===== src/rtl/bsg_manycore_axi_burst_master.sv =====
// AXI4 burst initiator: one outstanding fixed-length INCR burst (read or write) at a time,
// with beat-stream pass-through and a sticky responder protocol error flag.
module bsg_manycore_axi_burst_master #(
  parameter int axi_id_width_p   = 6,
  parameter int axi_addr_width_p = 32,
  parameter int axi_data_width_p = 64,
  parameter int axi_burst_len_p  = 4,
  parameter int axi_id_p         = 0
) (
  input  logic                          clk_i,
  input  logic                          reset_n_i,
  input  logic                          cmd_v_i,
  input  logic                          cmd_write_i,
  input  logic [axi_addr_width_p-1:0]   cmd_addr_i,
  output logic                          cmd_ready_o,
  input  logic                          wdata_v_i,
  input  logic [axi_data_width_p-1:0]   wdata_i,
  input  logic [axi_data_width_p/8-1:0] wstrb_i,
  output logic                          wdata_ready_o,
  output logic                          rdata_v_o,
  output logic [axi_data_width_p-1:0]   rdata_o,
  output logic                          rdata_last_o,
  input  logic                          rdata_ready_i,
  output logic                          wr_done_o,
  output logic                          err_o,
  output logic [axi_id_width_p-1:0]     axi_awid_o,
  output logic [axi_addr_width_p-1:0]   axi_awaddr_o,
  output logic [7:0]                    axi_awlen_o,
  output logic [2:0]                    axi_awsize_o,
  output logic [1:0]                    axi_awburst_o,
  output logic                          axi_awvalid_o,
  input  logic                          axi_awready_i,
  output logic [axi_data_width_p-1:0]   axi_wdata_o,
  output logic [axi_data_width_p/8-1:0] axi_wstrb_o,
  output logic                          axi_wlast_o,
  output logic                          axi_wvalid_o,
  input  logic                          axi_wready_i,
  input  logic [axi_id_width_p-1:0]     axi_bid_i,
  input  logic [1:0]                    axi_bresp_i,
  input  logic                          axi_bvalid_i,
  output logic                          axi_bready_o,
  output logic [axi_id_width_p-1:0]     axi_arid_o,
  output logic [axi_addr_width_p-1:0]   axi_araddr_o,
  output logic [7:0]                    axi_arlen_o,
  output logic [2:0]                    axi_arsize_o,
  output logic [1:0]                    axi_arburst_o,
  output logic                          axi_arvalid_o,
  input  logic                          axi_arready_i,
  input  logic [axi_id_width_p-1:0]     axi_rid_i,
  input  logic [axi_data_width_p-1:0]   axi_rdata_i,
  input  logic [1:0]                    axi_rresp_i,
  input  logic                          axi_rlast_i,
  input  logic                          axi_rvalid_i,
  output logic                          axi_rready_o
);

  localparam int axi_strb_width_lp = axi_data_width_p >> 3;
  localparam int lg_beat_bytes_lp  = $clog2(axi_strb_width_lp);
  localparam int cnt_w_lp          = (axi_burst_len_p > 1) ? $clog2(axi_burst_len_p) : 1;
  localparam logic [cnt_w_lp-1:0]       last_cnt_lp = cnt_w_lp'(axi_burst_len_p - 1);
  localparam logic [axi_id_width_p-1:0] id_lp       = axi_id_width_p'(axi_id_p);

  typedef enum logic [2:0] {IDLE, WR_ADDR, WR_DATA, WR_RESP, RD_ADDR, RD_DATA} state_e;

  state_e                      state_r, state_n;
  logic [cnt_w_lp-1:0]         cnt_r;
  logic [axi_addr_width_p-1:0] addr_r;
  logic                        err_r, err_set;
  logic                        is_last, cmd_hs, w_hs, r_hs;

  assign is_last = (cnt_r == last_cnt_lp);
  assign cmd_hs  = cmd_ready_o & cmd_v_i;
  assign w_hs    = (state_r == WR_DATA) & wdata_v_i & axi_wready_i;
  assign r_hs    = (state_r == RD_DATA) & axi_rvalid_i & rdata_ready_i;

  // Address-channel fields are constant except for the latched address.
  assign axi_awid_o    = id_lp;
  assign axi_awaddr_o  = addr_r;
  assign axi_awlen_o   = 8'(axi_burst_len_p - 1);
  assign axi_awsize_o  = 3'(lg_beat_bytes_lp);
  assign axi_awburst_o = 2'b01;
  assign axi_arid_o    = id_lp;
  assign axi_araddr_o  = addr_r;
  assign axi_arlen_o   = 8'(axi_burst_len_p - 1);
  assign axi_arsize_o  = 3'(lg_beat_bytes_lp);
  assign axi_arburst_o = 2'b01;

  assign axi_wdata_o   = wdata_i;
  assign axi_wstrb_o   = wstrb_i;
  assign axi_wlast_o   = is_last;
  assign rdata_o       = axi_rdata_i;
  assign rdata_last_o  = is_last;
  assign err_o         = err_r;

  always_comb begin
    state_n       = state_r;
    cmd_ready_o   = 1'b0;
    axi_awvalid_o = 1'b0;
    axi_wvalid_o  = 1'b0;
    wdata_ready_o = 1'b0;
    axi_bready_o  = 1'b0;
    wr_done_o     = 1'b0;
    axi_arvalid_o = 1'b0;
    axi_rready_o  = 1'b0;
    rdata_v_o     = 1'b0;
    case (state_r)
      IDLE: begin
        // Gated by reset so nothing handshakes while reset is held.
        cmd_ready_o = reset_n_i;
        if (reset_n_i && cmd_v_i) state_n = cmd_write_i ? WR_ADDR : RD_ADDR;
      end
      WR_ADDR: begin
        axi_awvalid_o = 1'b1;
        if (axi_awready_i) state_n = WR_DATA;
      end
      WR_DATA: begin
        axi_wvalid_o  = wdata_v_i;
        wdata_ready_o = axi_wready_i;
        if (w_hs && is_last) state_n = WR_RESP;
      end
      WR_RESP: begin
        axi_bready_o = 1'b1;
        if (axi_bvalid_i) begin
          wr_done_o = 1'b1;
          state_n   = IDLE;
        end
      end
      RD_ADDR: begin
        axi_arvalid_o = 1'b1;
        if (axi_arready_i) state_n = RD_DATA;
      end
      RD_DATA: begin
        rdata_v_o    = axi_rvalid_i;
        axi_rready_o = rdata_ready_i;
        // Burst end is counted locally; the responder's rlast is only checked.
        if (r_hs && is_last) state_n = IDLE;
      end
      default: state_n = IDLE;
    endcase
  end

  always_comb begin
    err_set = 1'b0;
    if (axi_bvalid_i && state_r != WR_RESP) err_set = 1'b1;
    if (axi_rvalid_i && state_r != RD_DATA) err_set = 1'b1;
    if (state_r == WR_RESP && axi_bvalid_i && (axi_bresp_i != 2'b00 || axi_bid_i != id_lp))
      err_set = 1'b1;
    if (r_hs && (axi_rlast_i != is_last || axi_rresp_i != 2'b00 || axi_rid_i != id_lp))
      err_set = 1'b1;
  end

  always_ff @(posedge clk_i or negedge reset_n_i) begin
    if (!reset_n_i) begin
      state_r <= IDLE;
      cnt_r   <= '0;
      addr_r  <= '0;
      err_r   <= 1'b0;
    end else begin
      state_r <= state_n;
      err_r   <= err_r | err_set;
      if (cmd_hs) begin
        addr_r <= {cmd_addr_i[axi_addr_width_p-1:lg_beat_bytes_lp], {lg_beat_bytes_lp{1'b0}}};
        cnt_r  <= '0;
      end else if (w_hs || r_hs) begin
        cnt_r <= is_last ? '0 : cnt_r + 1'b1;
      end
    end
  end

endmodule


===== config.mk =====
export PLATFORM = sky130hd
export DESIGN_NAME = bsg_manycore_axi_burst_master
export DESIGN_NICKNAME = d
export VERILOG_FILES = /design/src/rtl/bsg_manycore_axi_burst_master.sv
export SDC_FILE = /design/constraint.sdc
export NUM_CORES = 1
export LEC_CHECK = 0
export BUFFER_PORTS_ARGS = -buffer_cell sky130_fd_sc_hd__buf_2
export CAP_MARGIN = 20
export CORE_AREA = 2 2 173 175
export DETAILED_ROUTE_END_ITERATION = 12
export DIE_AREA = 0 0 175 177
export PLACE_DENSITY = 0.36
export SLEW_MARGIN = 20
export SYNTH_ARGS = -nofsm -noshare
export SYNTH_HDL_FRONTEND = slang
export SYNTH_SLANG_ARGS = --single-unit
export TNS_END_PERCENT = 5

===== constraint.sdc =====
create_clock -name clk_i -period 2.5 [get_ports clk_i]
set_input_delay 0.375 -clock clk_i [delete_from_list [all_inputs] [get_ports clk_i]]
set_output_delay 0.375 -clock clk_i [all_outputs]
set_load 0.01 [all_outputs]

==> metrics <==
status finished, final reports clean; mapped cell area 3181 sq um; number of enable flip-flop cells after synthesis 0; Worst Hold Class primary input to asynchronous set/reset pin; Register Area 875.8 sq um; gpl congestion 0.6185; Crit Reg-Reg Startpoint state_r[2]$_DFFE_PN0P_; Finished Cell Area 3018 sq um; Placed Area 2878 sq um; TritonCTS Sinks 35; H-tree depth 2; Finished Core Util 0.1032; Initial DRC Count 17; PortBufs 126; Die ar. 30980 sq um; hold_buf cts 0; Area Overhead vs Synth -5.114%; post-route clock period utilization 0.7814; number of gates resized after cts 0; Detail Placement HPWL 6694 um; Final setup viols 0; io pins 446; Mapped Cells 336; clock latency on the worst-skew pair 0.29 ns; cts bufs inserted 5; CP startpoint kind flip-flop; Worst-Margin Slew 0.5151 ns; Nets 495; P_leak 1.438 nW; vias in the first global route 1714; Root Buffer Master clkbuf_16; Die Width 175 um; final wirelength 8251 um; Slew Viols, Final 0; crit end category primary output; wire per inst 11.96 um; core box area 29240 sq um; largest fanout on the critical path 11; reg2reg end axi_araddr_o[23]$_DFFE_PN0P_; Setup Skew 0.003513 ns; Layout fillers 3387; setup TNS 0 ns; async set or reset register ratio after synthesis 1.000; first-pass GRT wire length 11030 um; remaining antenna violation count after routing 0; WP data arrival 1.58 ns; Peak VDD IR 0.2141 mV; initial antenna violation count 1; share of the yosys chip area belonging to registers 0.2754; slew margin rel. 0.6566; die height 177 um; worst endpoint required time 2.12 ns; Setup Fix Bufs, Post-CTS 0; Initial Util 0.1088; YS warnings 0; Cell Count, Final, Fillers Out 690; Max Cap Viol 0; Max Clock Freq 511.9 MHz; Post-Syn Area per Cell 9.466 sq um; most common cell after layout, fill and taps aside buf_2; drt first pass iters 4; Main synth FF type dfrtp_1; #FFs+latches synth 35; footprint of the multi-input gates 845.8 sq um; DRC Markers 0; vias post-DR 1790; Synth cell types 32; Hold Fails Final Rpt 0; CTS clk-pin slew, worst paths 0.06 ns; fraction of layout cells with a size suffix above 1 0.5652; Tot GR Track Use 0.05088; most frequent cells in the layout buf_2, conb_1, dfrtp_1, mux2_2, nor2_1; pwr/cell area 1082 nW/um^2; critical path type flip-flop to primary output; fin crit period 1.954 ns; reg2reg path depth 4; Reg2Reg Setup Slack 0.76 ns; largest net degree at the start of global routing 25; Row Count 63; Max clock buf depth 2; via/cell ratio 2.594; Placed Cells 681; total grt overflow 0; RSZ-0062 raised after global routing no; CTS tree yes; Hold WS 0.008900 ns
[worst max-delay path by stage]
stage	end	cells past startpoint	slack, ns	start
2_1_floorplan	axi_araddr_o[10]$_DFFE_PN0P_	4	1.02	state_r[1]$_DFFE_PN0P_
3_3_place_gp	axi_araddr_o[26]$_DFFE_PN0P_	5	0.55	reset_n_i
3_5_place_dp	axi_araddr_o[23]$_DFFE_PN0P_	5	0.52	reset_n_i
4_1_cts	axi_rready_o	3	0.53	state_r[2]$_DFFE_PN0P_
5_1_grt	wr_done_o	3	0.41	state_r[1]$_DFFE_PN0P_
6_report	axi_rready_o	3	0.55	state_r[2]$_DFFE_PN0P_
[metrics by stage]
stage,power [mW],setup slack [ns]
after floorplan,2.523,1.020
after global placement,2.671,0.5468
after detailed placement,2.682,0.5154
after CTS,3.385,0.5341
after global routing,3.549,0.4064
final,3.265,0.5464
[critical path: stages (launching register included)]
cell	delay, ns
dfrtp_1	0.62
nor2b_1	0.33
and3_1	0.20
buf_2	0.13
[cells in the mapped netlist (2+ instances only)]
cell type  number  area, sq um
buf_2           4        20.02
buf_4         211         1584
dfrtp_1        35        875.8
nor2b_1         2        12.51
nand4_1         2        12.51
inv_1           2        7.510
mux2_2         29        326.6
and3_1          6        37.54
nor4_1          4        25.02
nand3b_1        2        15.01
nor2_1          8        30.03
conb_1          2        7.510
clkbuf_1        2        7.510
o21ai_0         2        10.01
nand2_1         5        18.77
mux2i_1         2        20.02
nor3_1          3        15.01
[routing by layer]
| layer | global-route usage | share of wire | up-vias |
|---|---|---|---|
| met5 | 0 | 0 | - |
| met4 | 0.04271 | 0.069 | 0 |
| met3 | 0.03351 | 0.15 | 65 |
| met2 | 0.07905 | 0.46 | 199 |
| met1 | 0.04633 | 0.32 | 775 |
| li1 | - | - | 751 |
[cell families (layout without fill, tap and decap cells)]
kind of cell             count (synthesis)  in the layout  share of synthesized area
other                                    2             45                   0.002361
AO/OA/AOI/OAI                            9              9                    0.02872
AND/OR/NAND/NOR                         38             38                    0.06884
adder cells (fa/ha/maj)                  1              1                   0.003933
XOR/XNOR                                 1              1                   0.002754
flip-flops                              35             35                     0.2754
multiplexers                            31             31                     0.1090
buffers and inverters                  219            140                     0.5091
[flip-flops by register name, summed over array words and instances (netlist names)]
| name | cells |
|---|---|
| cnt_r | 2 |
| state_r | 3 |
| err_o | 1 |
| axi_araddr_o | 29 |
[layout make-up]
cell class,instances,area share
flip-flops and latches,35,0.2902
clock buffers,7,0.04395
inverters,2,0.002488
repair buffers,130,0.2189
clock inverters,1,0.001658
multi-input cells,124,0.2803
diodes,1,0.0008292
well taps,390,0.1617
[report_power, final]
group          total (mW)  internal (mW)  switching (mW)
Clock               0.643          0.370           0.274
Sequential           1.12          0.846           0.277
Combinational        1.50          0.734           0.764
Total                3.27           1.95            1.32
Power figures use the tool's default switching activity.
